**src/rtl/debug_pkg.sv**
```systemverilog
// ============================================================================
// Module  : debug_pkg
// Purpose : Shared abstract-access FSM state encoding and access error codes.
// Revision: 1.0 - initial release
// ============================================================================
`default_nettype none

package debug_pkg;

    localparam logic [1:0] c_ST_IDLE = 2'd0;
    localparam logic [1:0] c_ST_REQ  = 2'd1;
    localparam logic [1:0] c_ST_DONE = 2'd2;

    localparam logic [1:0] ERR_NONE    = 2'd0;
    localparam logic [1:0] ERR_NOTHALT = 2'd1;
    localparam logic [1:0] ERR_TMO     = 2'd2;
    localparam logic [1:0] ERR_EXC     = 2'd3;

endpackage

`default_nettype wire

```
**src/rtl/debug_hart_ctrl_if.sv**
```systemverilog
// ============================================================================
// Module  : debug_hart_ctrl_if
// Purpose : Abstract-access handshake and core register port bundle.
// Revision: 1.0 - initial release
// ============================================================================
`default_nettype none

interface debug_hart_ctrl_if #(
    parameter int NHART = 2,
    parameter int DW    = 64,
    parameter int AW    = 16
);
    logic                acc_valid;
    logic                acc_ready;
    logic                acc_wen;
    logic [AW-1:0]       acc_addr;
    logic [DW-1:0]       acc_arg;
    logic [DW-1:0]       acc_res;
    logic                acc_done;
    logic [1:0]          acc_err;

    logic [NHART-1:0]    reg_req;
    logic                reg_wen;
    logic [AW-1:0]       reg_addr;
    logic [DW-1:0]       reg_wdata;
    logic [NHART-1:0]    reg_ack;
    logic [NHART-1:0]    reg_exc;
    logic [NHART*DW-1:0] reg_rdata;

    // master: debug module side issuing commands and modelling the cores
    modport master (
        output acc_valid, acc_wen, acc_addr, acc_arg,
        input  acc_ready, acc_res, acc_done, acc_err,
        input  reg_req, reg_wen, reg_addr, reg_wdata,
        output reg_ack, reg_exc, reg_rdata
    );

    modport slave (
        input  acc_valid, acc_wen, acc_addr, acc_arg,
        output acc_ready, acc_res, acc_done, acc_err,
        output reg_req, reg_wen, reg_addr, reg_wdata,
        input  reg_ack, reg_exc, reg_rdata
    );
endinterface

`default_nettype wire

```
**src/rtl/debug_hart_slot.sv**
```systemverilog
// ============================================================================
// Module  : debug_hart_slot
// Purpose : Per-hart halt, resume and reset request/status tracking.
// Revision: 1.0 - initial release
// ============================================================================
`default_nettype none

module debug_hart_slot (
    input  wire  CLK,
    input  wire  RSTn,
    input  wire  sel,
    input  wire  dm_haltreq,
    input  wire  dm_resumereq,
    input  wire  dm_hartreset,
    input  wire  dm_ackhavereset,
    input  wire  hart_halted,
    output logic halted,
    output logic running,
    output logic resumeack,
    output logic havereset,
    output logic hartHaltreq,
    output logic hartResumereq,
    output logic hartReset
);

    logic w_haltHere;
    logic w_resetHere;

    assign w_haltHere  = dm_haltreq & sel;
    assign w_resetHere = dm_hartreset & sel;

    always_ff @(posedge CLK or negedge RSTn) begin
        if (!RSTn) begin
            halted        <= 1'b0;
            running       <= 1'b0;
            resumeack     <= 1'b0;
            havereset     <= 1'b1;
            hartHaltreq   <= 1'b0;
            hartResumereq <= 1'b0;
            hartReset     <= 1'b0;
        end else begin
            hartHaltreq <= w_haltHere;
            halted      <= hart_halted;
            running     <= ~hart_halted;
            hartReset   <= w_resetHere;

            // a concurrent halt request swallows the resume
            if (dm_resumereq & sel & ~w_haltHere & halted) begin
                hartResumereq <= 1'b1;
                resumeack     <= 1'b0;
            end else if (hartResumereq & ~hart_halted) begin
                hartResumereq <= 1'b0;
                resumeack     <= 1'b1;
            end

            if (hartReset & ~w_resetHere) begin
                havereset <= 1'b1;
            end else if (dm_ackhavereset & sel) begin
                havereset <= 1'b0;
            end
        end
    end

endmodule

`default_nettype wire

```
**src/rtl/debug_hart_ctrl.sv**
```systemverilog
// ============================================================================
// Module  : debug_hart_ctrl
// Purpose : Multi-hart run control plus abstract register access sequencer.
// Revision: 1.0 - initial release
// ============================================================================
`default_nettype none

module debug_hart_ctrl
    import debug_pkg::*;
#(
    parameter int NHART = 2,
    parameter int DW    = 64,
    parameter int AW    = 16,
    parameter int TMO   = 255,
    localparam int c_SW = (NHART > 1) ? $clog2(NHART) : 1
) (
    input  wire              CLK,
    input  wire              RSTn,
    input  wire  [c_SW-1:0]  dm_hartsel,
    input  wire              dm_haltreq,
    input  wire              dm_resumereq,
    input  wire              dm_hartreset,
    input  wire              dm_ackhavereset,
    output logic [NHART-1:0] dm_halted,
    output logic [NHART-1:0] dm_running,
    output logic [NHART-1:0] dm_resumeack,
    output logic [NHART-1:0] dm_havereset,
    output logic [NHART-1:0] hart_haltreq,
    output logic [NHART-1:0] hart_resumereq,
    output logic [NHART-1:0] hart_reset,
    input  wire  [NHART-1:0] hart_halted,
    debug_hart_ctrl_if.slave bus
);

    localparam logic [7:0]       c_TMO = 8'(TMO);
    localparam logic [NHART-1:0] c_ONE = NHART'(1);

    for (genvar gi = 0; gi < NHART; gi++) begin : g_slot
        debug_hart_slot u_slot (
            .CLK             (CLK),
            .RSTn            (RSTn),
            .sel             (dm_hartsel == c_SW'(gi)),
            .dm_haltreq      (dm_haltreq),
            .dm_resumereq    (dm_resumereq),
            .dm_hartreset    (dm_hartreset),
            .dm_ackhavereset (dm_ackhavereset),
            .hart_halted     (hart_halted[gi]),
            .halted          (dm_halted[gi]),
            .running         (dm_running[gi]),
            .resumeack       (dm_resumeack[gi]),
            .havereset       (dm_havereset[gi]),
            .hartHaltreq     (hart_haltreq[gi]),
            .hartResumereq   (hart_resumereq[gi]),
            .hartReset       (hart_reset[gi])
        );
    end

    logic [1:0]       r_state;
    logic [c_SW-1:0]  r_sel;
    logic             r_wen;
    logic [AW-1:0]    r_addr;
    logic [DW-1:0]    r_arg;
    logic             r_notHalted;
    logic [7:0]       r_cnt;
    logic [NHART-1:0] r_regReq;
    logic             r_accDone;
    logic [1:0]       r_accErr;
    logic [DW-1:0]    r_accRes;

    logic             w_ack;
    logic             w_exc;
    logic [DW-1:0]    w_rdata;

    assign w_ack   = bus.reg_ack[r_sel];
    assign w_exc   = bus.reg_exc[r_sel];
    assign w_rdata = bus.reg_rdata[int'(r_sel)*DW +: DW];

    // A command to a running hart still spends one cycle in REQ with the core
    // port gated, so every outcome shares the same minimum latency.
    always_ff @(posedge CLK or negedge RSTn) begin
        if (!RSTn) begin
            r_state     <= c_ST_IDLE;
            r_sel       <= '0;
            r_wen       <= 1'b0;
            r_addr      <= '0;
            r_arg       <= '0;
            r_notHalted <= 1'b0;
            r_cnt       <= 8'd0;
            r_regReq    <= '0;
            r_accDone   <= 1'b0;
            r_accErr    <= ERR_NONE;
            r_accRes    <= '0;
        end else begin
            case (r_state)
                c_ST_IDLE: begin
                    r_accDone <= 1'b0;
                    if (bus.acc_valid) begin
                        r_sel       <= dm_hartsel;
                        r_wen       <= bus.acc_wen;
                        r_addr      <= bus.acc_addr;
                        r_arg       <= bus.acc_arg;
                        r_cnt       <= 8'd0;
                        r_notHalted <= ~dm_halted[dm_hartsel];
                        r_regReq    <= dm_halted[dm_hartsel] ? (c_ONE << dm_hartsel) : '0;
                        r_state     <= c_ST_REQ;
                    end
                end
                c_ST_REQ: begin
                    r_cnt <= r_cnt + 8'd1;
                    if (r_notHalted || w_ack || hart_reset[r_sel] || (r_cnt == c_TMO)) begin
                        r_state   <= c_ST_DONE;
                        r_regReq  <= '0;
                        r_accDone <= 1'b1;
                    end
                    if (r_notHalted) begin
                        r_accErr <= ERR_NOTHALT;
                    end else if (w_ack && w_exc) begin
                        r_accErr <= ERR_EXC;
                    end else if (w_ack) begin
                        r_accErr <= ERR_NONE;
                        r_accRes <= w_rdata;
                    end else if (hart_reset[r_sel]) begin
                        r_accErr <= ERR_NOTHALT;
                    end else if (r_cnt == c_TMO) begin
                        r_accErr <= ERR_TMO;
                    end
                end
                c_ST_DONE: begin
                    r_accDone <= 1'b0;
                    r_state   <= c_ST_IDLE;
                end
                default: begin
                    r_accDone <= 1'b0;
                    r_regReq  <= '0;
                    r_state   <= c_ST_IDLE;
                end
            endcase
        end
    end

    assign bus.acc_ready = (r_state == c_ST_IDLE);
    assign bus.acc_done  = r_accDone;
    assign bus.acc_err   = r_accErr;
    assign bus.acc_res   = r_accRes;
    assign bus.reg_req   = r_regReq;
    assign bus.reg_wen   = r_wen;
    assign bus.reg_addr  = r_addr;
    assign bus.reg_wdata = r_arg;

endmodule

`default_nettype wire

```
**src/flat_wrapper.sv**
```systemverilog
// flat-port wrapper written by rule: the top's interface ports become plain ports
module debug_hart_ctrl_flat import debug_pkg::*;
#(
    parameter int NHART = 2,
    parameter int DW    = 64,
    parameter int AW    = 16,
    parameter int TMO   = 255,
    localparam int c_SW = (NHART > 1) ? $clog2(NHART) : 1
)
  (CLK, RSTn, dm_hartsel, dm_haltreq, dm_resumereq, dm_hartreset, dm_ackhavereset, dm_halted, dm_running, dm_resumeack, dm_havereset, hart_haltreq, hart_resumereq, hart_reset, hart_halted, bus_acc_valid, bus_acc_wen, bus_acc_addr, bus_acc_arg, bus_acc_ready, bus_acc_res, bus_acc_done, bus_acc_err, bus_reg_req, bus_reg_wen, bus_reg_addr, bus_reg_wdata, bus_reg_ack, bus_reg_exc, bus_reg_rdata);
  debug_hart_ctrl_if #(.NHART(NHART), .DW(DW), .AW(AW)) bus_i ();
  input  wire CLK;
  input  wire RSTn;
  input  wire  [c_SW-1:0] dm_hartsel;
  input  wire dm_haltreq;
  input  wire dm_resumereq;
  input  wire dm_hartreset;
  input  wire dm_ackhavereset;
  output logic [NHART-1:0] dm_halted;
  output logic [NHART-1:0] dm_running;
  output logic [NHART-1:0] dm_resumeack;
  output logic [NHART-1:0] dm_havereset;
  output logic [NHART-1:0] hart_haltreq;
  output logic [NHART-1:0] hart_resumereq;
  output logic [NHART-1:0] hart_reset;
  input  wire  [NHART-1:0] hart_halted;
  input wire logic [$bits(bus_i.acc_valid)-1:0] bus_acc_valid;
  input wire logic [$bits(bus_i.acc_wen)-1:0] bus_acc_wen;
  input wire logic [$bits(bus_i.acc_addr)-1:0] bus_acc_addr;
  input wire logic [$bits(bus_i.acc_arg)-1:0] bus_acc_arg;
  output wire logic [$bits(bus_i.acc_ready)-1:0] bus_acc_ready;
  output wire logic [$bits(bus_i.acc_res)-1:0] bus_acc_res;
  output wire logic [$bits(bus_i.acc_done)-1:0] bus_acc_done;
  output wire logic [$bits(bus_i.acc_err)-1:0] bus_acc_err;
  output wire logic [$bits(bus_i.reg_req)-1:0] bus_reg_req;
  output wire logic [$bits(bus_i.reg_wen)-1:0] bus_reg_wen;
  output wire logic [$bits(bus_i.reg_addr)-1:0] bus_reg_addr;
  output wire logic [$bits(bus_i.reg_wdata)-1:0] bus_reg_wdata;
  input wire logic [$bits(bus_i.reg_ack)-1:0] bus_reg_ack;
  input wire logic [$bits(bus_i.reg_exc)-1:0] bus_reg_exc;
  input wire logic [$bits(bus_i.reg_rdata)-1:0] bus_reg_rdata;
  assign bus_i.acc_valid = bus_acc_valid;
  assign bus_i.acc_wen = bus_acc_wen;
  assign bus_i.acc_addr = bus_acc_addr;
  assign bus_i.acc_arg = bus_acc_arg;
  assign bus_acc_ready = bus_i.acc_ready;
  assign bus_acc_res = bus_i.acc_res;
  assign bus_acc_done = bus_i.acc_done;
  assign bus_acc_err = bus_i.acc_err;
  assign bus_reg_req = bus_i.reg_req;
  assign bus_reg_wen = bus_i.reg_wen;
  assign bus_reg_addr = bus_i.reg_addr;
  assign bus_reg_wdata = bus_i.reg_wdata;
  assign bus_i.reg_ack = bus_reg_ack;
  assign bus_i.reg_exc = bus_reg_exc;
  assign bus_i.reg_rdata = bus_reg_rdata;
  debug_hart_ctrl #(.NHART(NHART), .DW(DW), .AW(AW), .TMO(TMO)) u_core (.CLK(CLK), .RSTn(RSTn), .dm_hartsel(dm_hartsel), .dm_haltreq(dm_haltreq), .dm_resumereq(dm_resumereq), .dm_hartreset(dm_hartreset), .dm_ackhavereset(dm_ackhavereset), .dm_halted(dm_halted), .dm_running(dm_running), .dm_resumeack(dm_resumeack), .dm_havereset(dm_havereset), .hart_haltreq(hart_haltreq), .hart_resumereq(hart_resumereq), .hart_reset(hart_reset), .hart_halted(hart_halted), .bus(bus_i));
endmodule
```
**config.mk**
```make
export PLATFORM = sky130hd
export DESIGN_NAME = debug_hart_ctrl_flat
export DESIGN_NICKNAME = d
export VERILOG_FILES = /design/src/rtl/debug_pkg.sv /design/src/rtl/debug_hart_ctrl_if.sv /design/src/rtl/debug_hart_slot.sv /design/src/rtl/debug_hart_ctrl.sv /design/src/flat_wrapper.sv
export SDC_FILE = /design/constraint.sdc
export NUM_CORES = 1
export LEC_CHECK = 0
export BUFFER_PORTS_ARGS = -buffer_cell sky130_fd_sc_hd__buf_4
export CORE_AREA = 2 2 153 155
export DETAILED_ROUTE_END_ITERATION = 12
export DIE_AREA = 0 0 155 157
export PLACE_DENSITY = 0.65
export SLEW_MARGIN = 20
export SYNTH_ARGS = -nofsm -noshare
export SYNTH_HDL_FRONTEND = slang
export SYNTH_SLANG_ARGS = --single-unit
```
**constraint.sdc**
```tcl
create_clock -name CLK -period 3.1 [get_ports CLK]
set_input_delay 0.465 -clock CLK [delete_from_list [all_inputs] [get_ports CLK]]
set_output_delay 0.465 -clock CLK [all_outputs]
set_load 0.02 [all_outputs]
```
After elaboration in Yosys (flattened, before gate mapping)
Cells that the tools add are included.
{"block": "word_totals", "reg_bits": 176, "in_bits": 223, "word_cells": 115}
{"block": "classes", "add_sub_neg": 1, "magnitude_cmp": 2, "eq_ne": 5, "shift": 2, "n_mux": 36, "bitwise_logic": 27, "reduce_logical": 17}
{"cell": "indexed part select 128 x 8 -> 64 bit", "count": 1}
{"cell": "two-way mux 1 bit", "count": 22}
{"cell": "two-way mux 2 bit", "count": 10}
{"cell": "AND 1 bit", "count": 16}
{"cell": "case mux 8 bit (2 select lines)", "count": 1}
{"cell": "inverter 1 bit", "count": 11}
{"cell": "nonzero test 2 bit", "count": 5}
{"cell": "adder 8 x 1 -> 8 bit, second input constant", "count": 1}
{"cell": "equality test 8 bit, second input constant", "count": 1}
{"cell": "two-way mux 8 bit", "count": 1}
{"cell": "AND reduction 2 bit", "count": 4}
{"cell": "case mux 2 bit (3 select lines)", "count": 1}
{"cell": "nonzero test 5 bit", "count": 1}
{"cell": "less-than comparator 1 x 2 -> 1 bit, second input constant", "count": 2}
{"cell": "case mux 2 bit (2 select lines)", "count": 1}
{"cell": "AND reduction 4 bit", "count": 1}
{"cell": "logical OR 1 bit", "count": 3}
{"cell": "AND reduction 3 bit", "count": 1}
{"cell": "equality test 2 x 1 -> 1 bit, second input constant", "count": 1}
{"cell": "equality test 2 bit, second input constant", "count": 1}
{"cell": "logical NOT 2 bit", "count": 1}
{"cell": "!= test 2 x 1 -> 1 bit, second input constant", "count": 1}
{"cell": "!= test 2 bit, second input constant", "count": 1}
{"cell": "<< shifter 1 x 1 -> 2 bit, first input constant", "count": 1}
{"cell": "logical AND 1 bit", "count": 1}

Logic depth before layout (Yosys ltp)
{"block": "depth", "word_depth": 7, "ltp_mapped": 7, "ltp_nobuf": 5}

Cells and area by module
Synthesis repeated with hierarchy kept, for this count alone.
{"block": "hier_totals", "hier_cells": 752, "area_unflattened_um2": 7290.7}
{"module": "debug_hart_ctrl", "instances": 1, "cells_each": 714, "area_per_inst_um2": 6797.8}
{"module": "debug_hart_slot", "instances": 2, "cells_each": 19, "area_per_inst_um2": 246.5}

Worst setup path before layout
No wires, ideal clock.
{"block": "synth_path", "path_type": "input port to flip-flop", "startpoint": "input bus_reg_ack[0]", "endpoint": "register u_core.r_accRes[10] (netlist: u_core.bus.acc_res[10])", "setup_ps": 125, "t_arrival_ps": 1834, "required_time_ps": 2975, "path_slack_ps": 1141, "stages": 6, "path_buffers": 2, "path_cell_list": "nor2b_2 -> a32oi_2 -> or4b_1 -> buf_4 -> buf_6 -> mux2_4"}
{"block": "synth_between", "elab_chain_len": 5}
{"item": "start: declaration", "line_no": "flat_wrapper.sv:39", "source": "input wire logic [$bits(bus_i.reg_ack)-1:0] bus_reg_ack;"}
{"item": "two-way mux 1 bit (not written as such) * (2 in series)", "line_no": "debug_hart_ctrl.sv:74", "source": "assign w_ack = bus.reg_ack[r_sel];"}
{"item": "logical AND 1 bit", "line_no": "debug_hart_ctrl.sv:117", "source": "end else if (w_ack && w_exc) begin"}
{"item": "inverter 1 bit (no source line)"}
{"item": "AND reduction 4 bit (no source line) *"}
{"item": "end signal: assignment", "line_no": "debug_hart_ctrl.sv:121", "source": "r_accRes <= w_rdata;"}
{"item": "end: declaration", "line_no": "debug_hart_ctrl.sv:68", "source": "logic [DW-1:0] r_accRes;"}
Mark *: on every way between the ends. The rest lies on a longest branch, timed or not. The select of a mux whose other input is x is not followed.
A chain may end at the register's enable or synchronous reset.

Worst setup path in the final report
{"block": "layout_path", "startpoint": "register u_core.r_state[1]", "endpoint": "register u_core.r_accRes[54] (netlist: u_core.bus.acc_res[54])"}
{"block": "layout_between", "elab_chain_len": 2}
{"item": "start: declaration", "line_no": "debug_hart_ctrl.sv:58", "source": "logic [1:0] r_state;"}
{"item": "start signal: assignment", "line_no": "debug_hart_ctrl.sv:82", "source": "r_state <= c_ST_IDLE;"}
{"item": "start signal: assignment", "line_no": "debug_hart_ctrl.sv:105", "source": "r_state <= c_ST_REQ;"}
{"item": "start signal: assignment", "line_no": "debug_hart_ctrl.sv:111", "source": "r_state <= c_ST_DONE;"}
{"item": "equality test 2 x 1 -> 1 bit", "line_no": "debug_hart_ctrl.sv:94", "source": "case (r_state)"}
{"item": "AND reduction 4 bit (no source line)"}
No other way between the ends.

==> reports/results.tsv <==
metric	value	unit
relSlewSlack	48.0	%
yosys-top-cells-count	nand2_1 (259), dfrtp_1 (174), mux2_2 (69)	
rsz0062_at_grt	false	
wl_per_cell	16.6	um
yosysMostFrequentCell	nand2_1	
core	22500	um^2
place.port_buffers	387	
cts_buffers	17	
required	3.41	ns
yosysTopAreaCellShare	55.7	%
cts_tree	done	
max_freq	0.413	GHz
vias	6233	
r2r_slack	0.68	ns
pin_count	388	
detail_route.iter0.violations	283	
dp_cells	1318	
antenna_found_initial	0	
finalNonFillerCells	1350	
r2r_start	u_core.r_state[1]	
netlist_area	7820	um^2
ys_types	43	
die_w	155	um
final_core_utilization	51.2	%
clock_sink_count	176	
p_sw_share	39.1	%
synth-seq-cells	176	
wl_met2	10900	um
setup_violations	0	
wirelength	22400	um
clk_pin_slew_worst_paths	0.08	ns
htreeDepth	4	
fin_nets	1276	
arrival	2.73	ns
die_area	24300	um^2
top_layer_used	met4	
antenna_cells	0	
postCtsSetupBuffers	0	
grt_max_degree	82	
cts_root_buf	clkbuf_16	
ys_warn_count	0	
via_per_inst	4.62	
finalPower	11.8	mW
pwr-share-seq	33.4	%
maxCapViolCount	0	
worstMarginPinSlew	0.780	ns
endpoint_kind	flip-flop	
r2r_end	u_core.bus.acc_res[54]	
clkLatencyLatePin	0.43	ns
holdBufCountCts	0	
ys_seq_area_share	56.3	%
hold_slack	0.0521	ns
cp_max_fo	35	
row_count	55	
status	finished clean	
drive_gt1_share	53.0	%
areaGrowthSynthToFinish	47.2	%
wl_met1	9180	um
period_share	78.0	%
critPathLaunchType	flip-flop	
p_leak	6.15	nW
grt_pass1_wl	33700	um
synth.area.top_cells	dfrtp_1 (56%), nand2_1 (12%), mux2_4 (12%)	
grt_pass1_vias	6244	
synthCells	690	
comb_power_share	48.0	%
internal-power	7.21	mW
routed-wl-met3	1930	um
gp_congestion	0.781	
syn_area_per_cell	11.3	um^2
drc_errors	0	
ant_nets	0	
grt-ovfl-total	0	
start_util	34.8	%
min_period	2.42	ns
dieHeight	157	um
fin_tns_setup	0	ns
dpl.hpwl	16300	um
p_switching	4.62	mW
skew	0.00923	ns
reg2regPathDepth	4	
grtUsageTotal	17.8	%
fillCellCount	2002	
dr.pass1.iters	4	
clockBufferDepth	2	
power_density	1030	nW/um^2
synthArstFlopShare	100	%
ys.flop_type	dfrtp_1	
slew_violations	0	
yosys.area.top_type	dfrtp_1	
critical_path_class	flip-flop to flip-flop	
cts_resized	0	
synth-edff-count	0	
vdd_drop_max	0.000424	V
final-hold-violation-count	0	
min-delay-path-class	primary input to async pin	
synthesis.nets	914	
pwr-share-clk	18.6	%
==> worst max-delay path, cell delays in order (launching register included) <==
cell and delay [ns]:
dfrtp_1 0.42, nand2b_1 0.37, or4b_4 0.85, buf_12 0.29
mux2_4 0.33
==> per-layer routing <==
layer / vias up / global-route usage (%)
met4: 0 / 6.08
met2: 270 / 29.6
met5: - / 0
li1: 2974 / -
met3: 27 / 6.11
met1: 2962 / 21.7
==> placed cells by master (no fill, tap or decap), types with 4 or more instances in the layout <==
cell,n
mux2_4,60
buf_12,5
nand2_1,259
inv_6,5
mux2_2,69
inv_8,4
nor2_1,9
a21oi_1,4
nor2b_1,5
buf_4,388
dfrtp_1,173
o21ai_0,15
clkbuf_16,17
inv_1,6
==> final cells by class <==
class                           count  area [um^2]  share of cell area [%]
Inverter                            6         22.5                   0.196
Clock inverter                     15          171                    1.49
Tap cell                          285          357                    3.10
Timing Repair Buffer              394         3020                    26.3
Multi-Input combinational cell    457         3110                    27.0
Clock buffer                       17          425                    3.69
Sequential cell                   176         4410                    38.3
==> how the worst max path moves through the flow <==
stage	startpoint	end	slack, ns	cells past startpoint
after global placement	bus_reg_ack[0]	u_core.bus.acc_res[62]	0.70	6
after detailed placement	bus_reg_ack[0]	u_core.bus.acc_res[50]	0.66	6
final	u_core.r_state[1]	u_core.bus.acc_res[54]	0.68	4
after floorplan	bus_reg_ack[0]	u_core.bus.acc_res[10]	1.14	6
after global routing	u_core.r_state[0]	u_core.bus.acc_res[48]	0.59	4
after CTS	u_core.r_state[1]	u_core.bus.acc_res[54]	0.71	4
==> metrics by stage <==
| stage | setup slack (ns) | area [um^2] |
|---|---|---|
| after floorplan | 1.14 | 7820 |
| after global placement | 0.703 | 10900 |
| after detailed placement | 0.657 | 10900 |
| after CTS | 0.707 | 11500 |
| after global routing | 0.591 | 11500 |
| final | 0.681 | 11500 |
==> kinds of logic after synthesis <==
kind of cell | share of synthesized area [%]
flip-flops | 56.3
multiplexers | 21.6
AND/OR/NAND/NOR | 14.9
buffers and inverters | 4.09
AO/OA/AOI/OAI | 2.93
adder cells (fa/ha/maj) | 0.160
==> power groups by stage <==
stage          logic (mW)  registers (mW)  clock network [mW]
2_1_floorplan        2.26            5.06                   0
3_3_place_gp         5.68            3.95                   0
3_5_place_dp         5.77            3.96                   0
4_1_cts              5.76            3.95                2.27
5_1_grt              6.08            4.09                2.37
6_report             5.68            3.95                2.20
==> state kept, by name, summed over array words and instances, names as in the netlist <==
name                                cells
u_core.bus.acc_res                     64
u_core.bus.reg_wdata                   64
u_core.bus.reg_addr                    16
u_core.r_cnt                            8
u_core.bus.acc_err                      2
u_core.bus.reg_req                      2
u_core.g_slot.u_slot.halted             2
u_core.g_slot.u_slot.hartHaltreq        2
u_core.g_slot.u_slot.hartReset          2
u_core.g_slot.u_slot.hartResumereq      2
u_core.g_slot.u_slot.havereset          2
u_core.g_slot.u_slot.resumeack          2
u_core.g_slot.u_slot.running            2
u_core.r_state                          2
u_core.bus.acc_done                     1
u_core.bus.reg_wen                      1
u_core.r_notHalted                      1
u_core.r_sel                            1
(Power assumes the default switching activity.)
